--- config.mk ---
export PLATFORM = sky130hd
export DESIGN_NAME = fifo_flat
export DESIGN_NICKNAME = d
export VERILOG_FILES = /design/src/rtl/fifo_if.sv /design/src/rtl/fifo.sv /design/src/flat_wrapper.sv
export SDC_FILE = /design/constraint.sdc
export NUM_CORES = 1
export LEC_CHECK = 0
export ABC_AREA = 0
export BUFFER_PORTS_ARGS = -buffer_cell sky130_fd_sc_hd__buf_2
export CORE_UTILIZATION = 45
export DETAILED_ROUTE_END_ITERATION = 6
export SLEW_MARGIN = 20
export SYNTH_ARGS = -nofsm -noshare
export SYNTH_HDL_FRONTEND = slang
export SYNTH_SLANG_ARGS = --single-unit
export TNS_END_PERCENT = 20
--- constraint.sdc ---
create_clock -name clk -period 9.75 [get_ports clk]
set_clock_uncertainty 0.15 [all_clocks]
set_input_delay 0.975 -clock clk [delete_from_list [all_inputs] [get_ports clk]]
set_output_delay 0.975 -clock clk [all_outputs]
set_load 0.005 [all_outputs]
--- src/rtl/fifo_if.sv ---
// -----------------------------------------------------------------------------
// fifo_if
// Purpose : groups the push/pop handshake and data signals of the fifo block.
// Signals :
//   write_en   - producer requests a push this cycle
//   write_data - element to push
//   read_en    - consumer requests a pop this cycle
//   read_data  - most recently popped element (registered in the fifo)
//   full       - fifo holds DEPTH elements
//   empty      - fifo holds no elements
// Modports:
//   master - the user side driving requests and observing status/data
//   slave  - the fifo side
// -----------------------------------------------------------------------------
interface fifo_if #(
   parameter type T = logic [31:0]
);
   logic write_en;
   T     write_data;
   logic read_en;
   T     read_data;
   logic full;
   logic empty;

   modport master (
      output write_en,
      output write_data,
      output read_en,
      input  read_data,
      input  full,
      input  empty
   );

   modport slave (
      input  write_en,
      input  write_data,
      input  read_en,
      output read_data,
      output full,
      output empty
   );
endinterface

--- src/rtl/fifo.sv ---
// -----------------------------------------------------------------------------
// fifo
// Purpose : single-clock circular-buffer FIFO with a registered read port.
//           A pop loads the head element into read_data on the same edge; the
//           value then holds until the next accepted pop. full/empty are
//           registered copies of the post-edge occupancy state.
// Ports   :
//   clk    - single clock, all state changes on its rising edge
//   reset  - synchronous active-high reset; clears pointers, count, read_data
//   bus    - fifo_if.slave: write_en/write_data/read_en in,
//            read_data/full/empty out
// Parameters:
//   T      - element type
//   DEPTH  - number of storage entries (>= 2, need not be a power of two)
// -----------------------------------------------------------------------------
module fifo #(
   parameter type T     = logic [31:0],
   parameter int  DEPTH = 8
) (
   input  logic  clk,
   input  logic  reset,
   fifo_if.slave bus
);

   localparam int PW = (DEPTH > 1) ? $clog2(DEPTH) : 1;
   localparam int CW = $clog2(DEPTH + 1);

   localparam logic [PW-1:0] PTR_LAST = PW'(DEPTH - 1);
   localparam logic [CW-1:0] CNT_FULL = CW'(DEPTH);
   localparam logic [CW-1:0] CNT_ONE  = CW'(1);

   // Pointer advance with explicit wrap, since DEPTH may not be a power of two.
   function automatic logic [PW-1:0] ptr_inc(input logic [PW-1:0] ptr);
      logic [PW-1:0] nxt;
      if (ptr == PTR_LAST) begin
         nxt = {PW{1'b0}};
      end else begin
         nxt = ptr + PW'(1);
      end
      return nxt;
   endfunction

   T              r_mem [DEPTH];
   logic [PW-1:0] r_wr_ptr;
   logic [PW-1:0] r_rd_ptr;
   logic [CW-1:0] r_count;
   T              r_read_data;
   logic          r_full;
   logic          r_empty;

   logic          w_push;
   logic          w_pop;
   logic [CW-1:0] w_count_next;
   logic [PW-1:0] w_wr_ptr_next;
   logic [PW-1:0] w_rd_ptr_next;

   // Accept decisions use the pre-edge registered flags.
   assign w_push = bus.write_en && !r_full;
   assign w_pop  = bus.read_en  && !r_empty;

   // Next-state computation for count and pointers.
   always_comb begin
      w_count_next  = r_count;
      w_wr_ptr_next = r_wr_ptr;
      w_rd_ptr_next = r_rd_ptr;

      if (w_push) begin
         w_wr_ptr_next = ptr_inc(r_wr_ptr);
      end else begin
         w_wr_ptr_next = r_wr_ptr;
      end

      if (w_pop) begin
         w_rd_ptr_next = ptr_inc(r_rd_ptr);
      end else begin
         w_rd_ptr_next = r_rd_ptr;
      end

      case ({w_push, w_pop})
         2'b10:   w_count_next = r_count + CNT_ONE;
         2'b01:   w_count_next = r_count - CNT_ONE;
         default: w_count_next = r_count;
      endcase
   end

   // Control state: pointers, count, status flags and the read data register.
   always_ff @(posedge clk) begin
      if (reset) begin
         r_wr_ptr    <= {PW{1'b0}};
         r_rd_ptr    <= {PW{1'b0}};
         r_count     <= {CW{1'b0}};
         r_read_data <= '0;
         r_full      <= 1'b0;
         r_empty     <= 1'b1;
      end else begin
         r_wr_ptr <= w_wr_ptr_next;
         r_rd_ptr <= w_rd_ptr_next;
         r_count  <= w_count_next;
         r_full   <= (w_count_next == CNT_FULL);
         r_empty  <= (w_count_next == {CW{1'b0}});
         if (w_pop) begin
            r_read_data <= r_mem[r_rd_ptr];
         end
      end
   end

   // Storage array; contents are not cleared by reset, only pointers are.
   always_ff @(posedge clk) begin
      if (!reset && w_push) begin
         r_mem[r_wr_ptr] <= bus.write_data;
      end
   end

   assign bus.read_data = r_read_data;
   assign bus.full      = r_full;
   assign bus.empty     = r_empty;

endmodule

--- src/flat_wrapper.sv ---
// flat-port wrapper written by rule: the top's interface ports become plain ports
module fifo_flat 
#(
   parameter type T     = logic [31:0],
   parameter int  DEPTH = 8
)
  (clk, reset, bus_write_en, bus_write_data, bus_read_en, bus_read_data, bus_full, bus_empty);
  fifo_if #(.T(T)) bus_i ();
  input  logic clk;
  input  logic reset;
  input wire logic [$bits(bus_i.write_en)-1:0] bus_write_en;
  input wire logic [$bits(bus_i.write_data)-1:0] bus_write_data;
  input wire logic [$bits(bus_i.read_en)-1:0] bus_read_en;
  output wire logic [$bits(bus_i.read_data)-1:0] bus_read_data;
  output wire logic [$bits(bus_i.full)-1:0] bus_full;
  output wire logic [$bits(bus_i.empty)-1:0] bus_empty;
  assign bus_i.write_en = bus_write_en;
  assign bus_i.write_data = bus_write_data;
  assign bus_i.read_en = bus_read_en;
  assign bus_read_data = bus_i.read_data;
  assign bus_full = bus_i.full;
  assign bus_empty = bus_i.empty;
  fifo #(.T(T), .DEPTH(DEPTH)) u_core (.clk(clk), .reset(reset), .bus(bus_i));
endmodule
After elaboration in Yosys (flattened, before gate mapping). Memory sizes are Yosys's and may differ from the RTL's. A register that Yosys moved wholly into a read port is not among the register bits. Index checks and enable logic that the tools add are counted.

Register bits after elaboration: 12. Latch bits: 0. Bits in writable memories: 256. ROM bits: 0. Input bits: 36. Output and inout bits: 34. Memories kept: 1.

$add $sub $neg: 4. Multipliers: 0. Div/mod/pow operators: 0. Magnitude comparators: 0. Equal/unequal tests: 5. Shift-type cells: 0. Multiplexer cells: 5. Bitwise operators: 0. Reduce and logical (&&, ||, !) cells: 7.

Memory list: u_core.r_mem (depth 8, bits a word 32, rd ports 1, clocked after memory_dff 1, write ports 1, RTL line fifo.sv:43) `T r_mem [DEPTH];`.

Operator list (number): $pmux 4 s2 (1); $add 3x1->3 const B (2); $eq 3x3->1 const B (2); $mux 3 (2); $add 4x1->4 const B (1); $eq 4x4->1 const B (1); $logic_not 4->1 (1); $sub 4x1->4 const B (1); $logic_and 1x1->1 (3); $logic_not 1->1 (3); $eq 2x1->1 const B (1); $eq 2x2->1 const B (1); $mux 1 (2).

Depth between registers and ports, before layout.
Word-level depth: 5. Mapped depth: 12. Gate-level depth less buffers: 10.

Least setup slack after synthesis. OpenSTA, ideal clock, no wires.

Path kind: in2reg. Start: input bus_write_en. End: memory u_core.r_mem[0][0] (netlist name), enable pin. Setup time: 0.461 ns. Arrival: 3.946 ns. Setup slack: 5.193 ns. Cell stages on the path: 5. Path buffers: 1. Cell sequence: and2b_1 -> inv_1 -> buf_2 -> or3_1 -> nor3_1.

Cells in the longest elaborated chain, start to end: 4.

Ends and longest elaborated chain: start, declared (RTL line flat_wrapper.sv:11) `input wire logic [$bits(bus_i.write_en)-1:0] bus_write_en;`; $logic_and 1x1->1 (RTL line fifo.sv:58) `assign w_push = bus.write_en && !r_full;`; $logic_and 1x1->1 (RTL line fifo.sv:109) `if (!reset && w_push) begin`; $mux 1 (RTL line fifo.sv:109); $mux 1 (not written as such) (RTL line fifo.sv:110) `r_mem[r_wr_ptr] <= bus.write_data;`; end, declared (RTL line fifo.sv:43).

Every way passes these cells.

Worst setup path in the final report.
Start: input reset. End: memory u_core.r_mem[0][14] (netlist name), enable pin.

Cells in the longest elaborated chain, start to end: 4.

Ends and longest elaborated chain: start, declared (RTL line flat_wrapper.sv:10) `input logic reset;`; $logic_not 1->1 (RTL line fifo.sv:109); $logic_and 1x1->1 (RTL line fifo.sv:109); $mux 1 (RTL line fifo.sv:109); $mux 1 (not written as such) (RTL line fifo.sv:110).

Every way passes these cells.

==> results.yml <==
outcome:
  status: "finished, final reports clean"
placement:
  dp_hpwl_mm: 11.9
  place.gp.congestion: 0.679
  pre_cts_slack_ps: 6030
  io_buffer_count: 69
  placedCellCount: 931
clock_network:
  clockRootBuffer: "clkbuf_16"
  h-tree-depth: 1
  cts_setup_buffers: 0
  insertion_delay_ps: 550
  cts_tree: "done"
  clkSinkCount: 300
  cts.repair.resized: 0
  clk_pin_slew_ps: 60
  cts_buffers: 31
  ctsLongestPathBuffers: 3
  cts_hold_buf: 0
grt:
  grt_pass1_vias: 5817
  grt_overflow: 0
  grt_max_degree: 67
  grt_first_pass_wirelength_mm: 32.8
  antenna_found_initial: 2
  track_usage: 0.167
die:
  die_w_um: 160
  start_util: 0.461
  boundaryPins: 70
  dieArea_sq_um: 25700
  die_h_um: 160
  fp.coreArea_sq_um: 24500
  row_count: 57
routing:
  vias_per_cell: 5.37
  avgRoutedWirePerCell_um: 21.0
  drt_first_pass_iters: 4
  dr.first_iter.drc_count: 324
  route.vias.total: 5336
  finalWirelength_mm: 20.9
  drc: 0
  ant_nets: 0
cells_and_area:
  fin_nets: 685
  layout.cells.non_filler: 994
  areaGrowthSynthToFinish_pct: 16.9
  drive_gt1_frac: 0.316
  utilization: 0.538
synth:
  synth.distinct_cells: 29
  ys_ff_latch: 300
  synth_nets: 602
  yosys_warnings: 0
  netlist_area_sq_um: 11300
  ys_seq_area_frac: 0.760
  synthCells: 560
  avgSynthCellArea_sq_um: 20.1
worst_setup_path:
  slowest_delay_ps: 670
  crit_chain: "buf_2, or3_1, nor3_4, buf_4"
  worst-r2r-cell-count: 5
  path_class: "primary input to flip-flop"
  cpMaxStageDelayCell: "or3_1"
  endpoint: "u_core.r_mem[0][14]"
  crit_path_start: "reset"
  required_ps: 9800
  end_kind: "flip-flop"
  cp_top_family: "simple AND/OR/NAND/NOR gates"
  critical_path_buf_inv_count: 2
  cp_max_fo: 46
  cp_num_cells: 4
  r2r_end: "u_core.r_mem[0][14]"
  critPathArrivalTime_ps: 3190
  critPathLaunchType: "primary input"
  reg2reg_from: "u_core.bus.full"
  rrSetupSlack_ps: 6840
sta:
  rsz0062_at_grt: "no"
  setup_ws_ps: 6610
  fmax_mhz: 318
  maxSlewViolCount: 0
  finalHoldViolCount: 0
  setup_viol: 0
  worstMarginPinSlew_ps: 994
  maxSlewHeadroom: 0.337
  tns_ps: 0
  period_share: 0.322
  min_period_ps: 3140
pwr:
  power_density_nw_per_um2: 217
  total_power_mw: 2.86
  irDropWorstVdd_mv: 0.0929
  p_leak_nw: 4.22
flow_run:
  drv_cap: 0
hold_path:
  hp-class: "flip-flop to flip-flop"
cell usage in the layout, fill, tap and decap left out, types with 3 or more instances in the layout:
cell / netlist / final
edfxtp_1: 256 / 256
buf_2: 7 / 69
mux4_2: 64 / 64
dfxtp_1: 44 / 41
nor2_1: 45 / 39
mux2i_1: 33 / 33
a211oi_1: 32 / 32
clkbuf_16: 0 / 31
nand2_1: 9 / 9
clkinv_2: 0 / 8
a21oi_1: 7 / 7
buf_16: 0 / 7
nor2_4: 0 / 6
ha_1: 6 / 6
clkbuf_1: 19 / 6
buf_4: 7 / 6
nand2b_1: 5 / 5
nor3_1: 6 / 4
clkbuf_8: 0 / 4
xnor2_1: 3 / 3
nor3b_1: 3 / 3
flip-flops by register name, indices dropped and copies added, names as in the netlist:
| name | flops |
|---|---|
| u_core.r_mem | 256 |
| u_core.bus.read_data | 32 |
| u_core.r_count | 4 |
| u_core.r_rd_ptr | 3 |
| u_core.r_wr_ptr | 3 |
| u_core.bus.empty | 1 |
| u_core.bus.full | 1 |
per-stage QoR:
stage / hold slack, ps / cell area (sq um)
floorplan: 344 / 11300
global placement: 342 / 12000
detailed placement: 342 / 12100
CTS: 350 / 13100
global route: 373 / 13200
finish: 348 / 13200
cells in the mapped netlist:
| cell type | n | area share |
|---|---|---|
| nor3_1 | 6 | 0.0027 |
| nor2_1 | 45 | 0.015 |
| or3_1 | 1 | 0.00056 |
| o22ai_1 | 2 | 0.0011 |
| ha_1 | 6 | 0.0067 |
| inv_1 | 1 | 0.00033 |
| a21boi_0 | 1 | 0.00067 |
| a221oi_2 | 1 | 0.0013 |
| inv_2 | 1 | 0.00033 |
| nor3b_1 | 3 | 0.0020 |
| buf_2 | 7 | 0.0031 |
| a31o_2 | 1 | 0.00078 |
| xnor2_1 | 3 | 0.0023 |
| dfxtp_1 | 44 | 0.078 |
| clkbuf_1 | 19 | 0.0063 |
| and3b_1 | 1 | 0.00078 |
| nand2_1 | 9 | 0.0030 |
| and4b_1 | 1 | 0.00089 |
| mux2i_1 | 33 | 0.029 |
| a31oi_1 | 1 | 0.00056 |
| nor4bb_1 | 1 | 0.00089 |
| buf_4 | 7 | 0.0047 |
| and2b_1 | 1 | 0.00067 |
| a21oi_1 | 7 | 0.0031 |
| nand2b_1 | 5 | 0.0028 |
| a211oi_1 | 32 | 0.021 |
| edfxtp_1 | 256 | 0.68 |
| mux4_2 | 64 | 0.13 |
| o21ai_1 | 1 | 0.00044 |
tightest hold or removal path, cell delays in order, from the launching register on:
cell      delay [ps]
dfxtp_1          300
nor2_1            90
a211oi_1          50
cell type report:
| cell class | instances | area (sq um) |
|---|---|---|
| inverters | 2 | 7.51 |
| well taps | 324 | 405 |
| diodes | 2 | 5.00 |
| fillers | 1908 | 11300 |
| repair buffers | 83 | 603 |
| multi-input cells | 225 | 2590 |
| clock inverters | 17 | 130 |
| flip-flops and latches | 300 | 8570 |
| clock buffers | 41 | 853 |
where the power goes:
part	switching (mW)	total (mW)	internal (mW)
logic	0.137	0.271	0.133
clock network	0.470	1.11	0.644
registers	0.0366	1.48	1.44
total	0.644	2.86	2.22
worst min-delay path by stage:
| stage | from | end | slack (ps) | cells past startpoint |
|---|---|---|---|---|
| after floorplan | u_core.bus.read_data[0] | u_core.bus.read_data[0] | 340 | 2 |
| after global placement | u_core.bus.read_data[22] | u_core.bus.read_data[22] | 340 | 2 |
| after detailed placement | u_core.bus.read_data[6] | u_core.bus.read_data[6] | 340 | 2 |
| after CTS | u_core.bus.read_data[6] | u_core.bus.read_data[6] | 350 | 2 |
| after global routing | u_core.bus.read_data[31] | u_core.bus.read_data[31] | 370 | 2 |
| final | u_core.bus.read_data[6] | u_core.bus.read_data[6] | 350 | 2 |
logic make-up after synthesis:
kind of cell | after synthesis | share of synthesized area
mux | 97 | 0.157
compound gates | 46 | 0.0293
simple gates | 73 | 0.0292
fa+ha+maj | 6 | 0.00666
flops | 300 | 0.760
xor+xnor | 3 | 0.00233
buf+inv | 35 | 0.0148
per-layer routing:
| metal | routed length [um] | vias to the layer above | GRT usage |
|---|---|---|---|
| met1 | 8960 | 2719 | 0.225 |
| met4 | 288 | 0 | 0.0407 |
| met5 | 0 | - | 0 |
| met3 | 1190 | 31 | 0.0314 |
| li1 | - | 2455 | - |
| met2 | 10500 | 131 | 0.282 |
No activity file was read; power rests on OpenSTA's default activity.
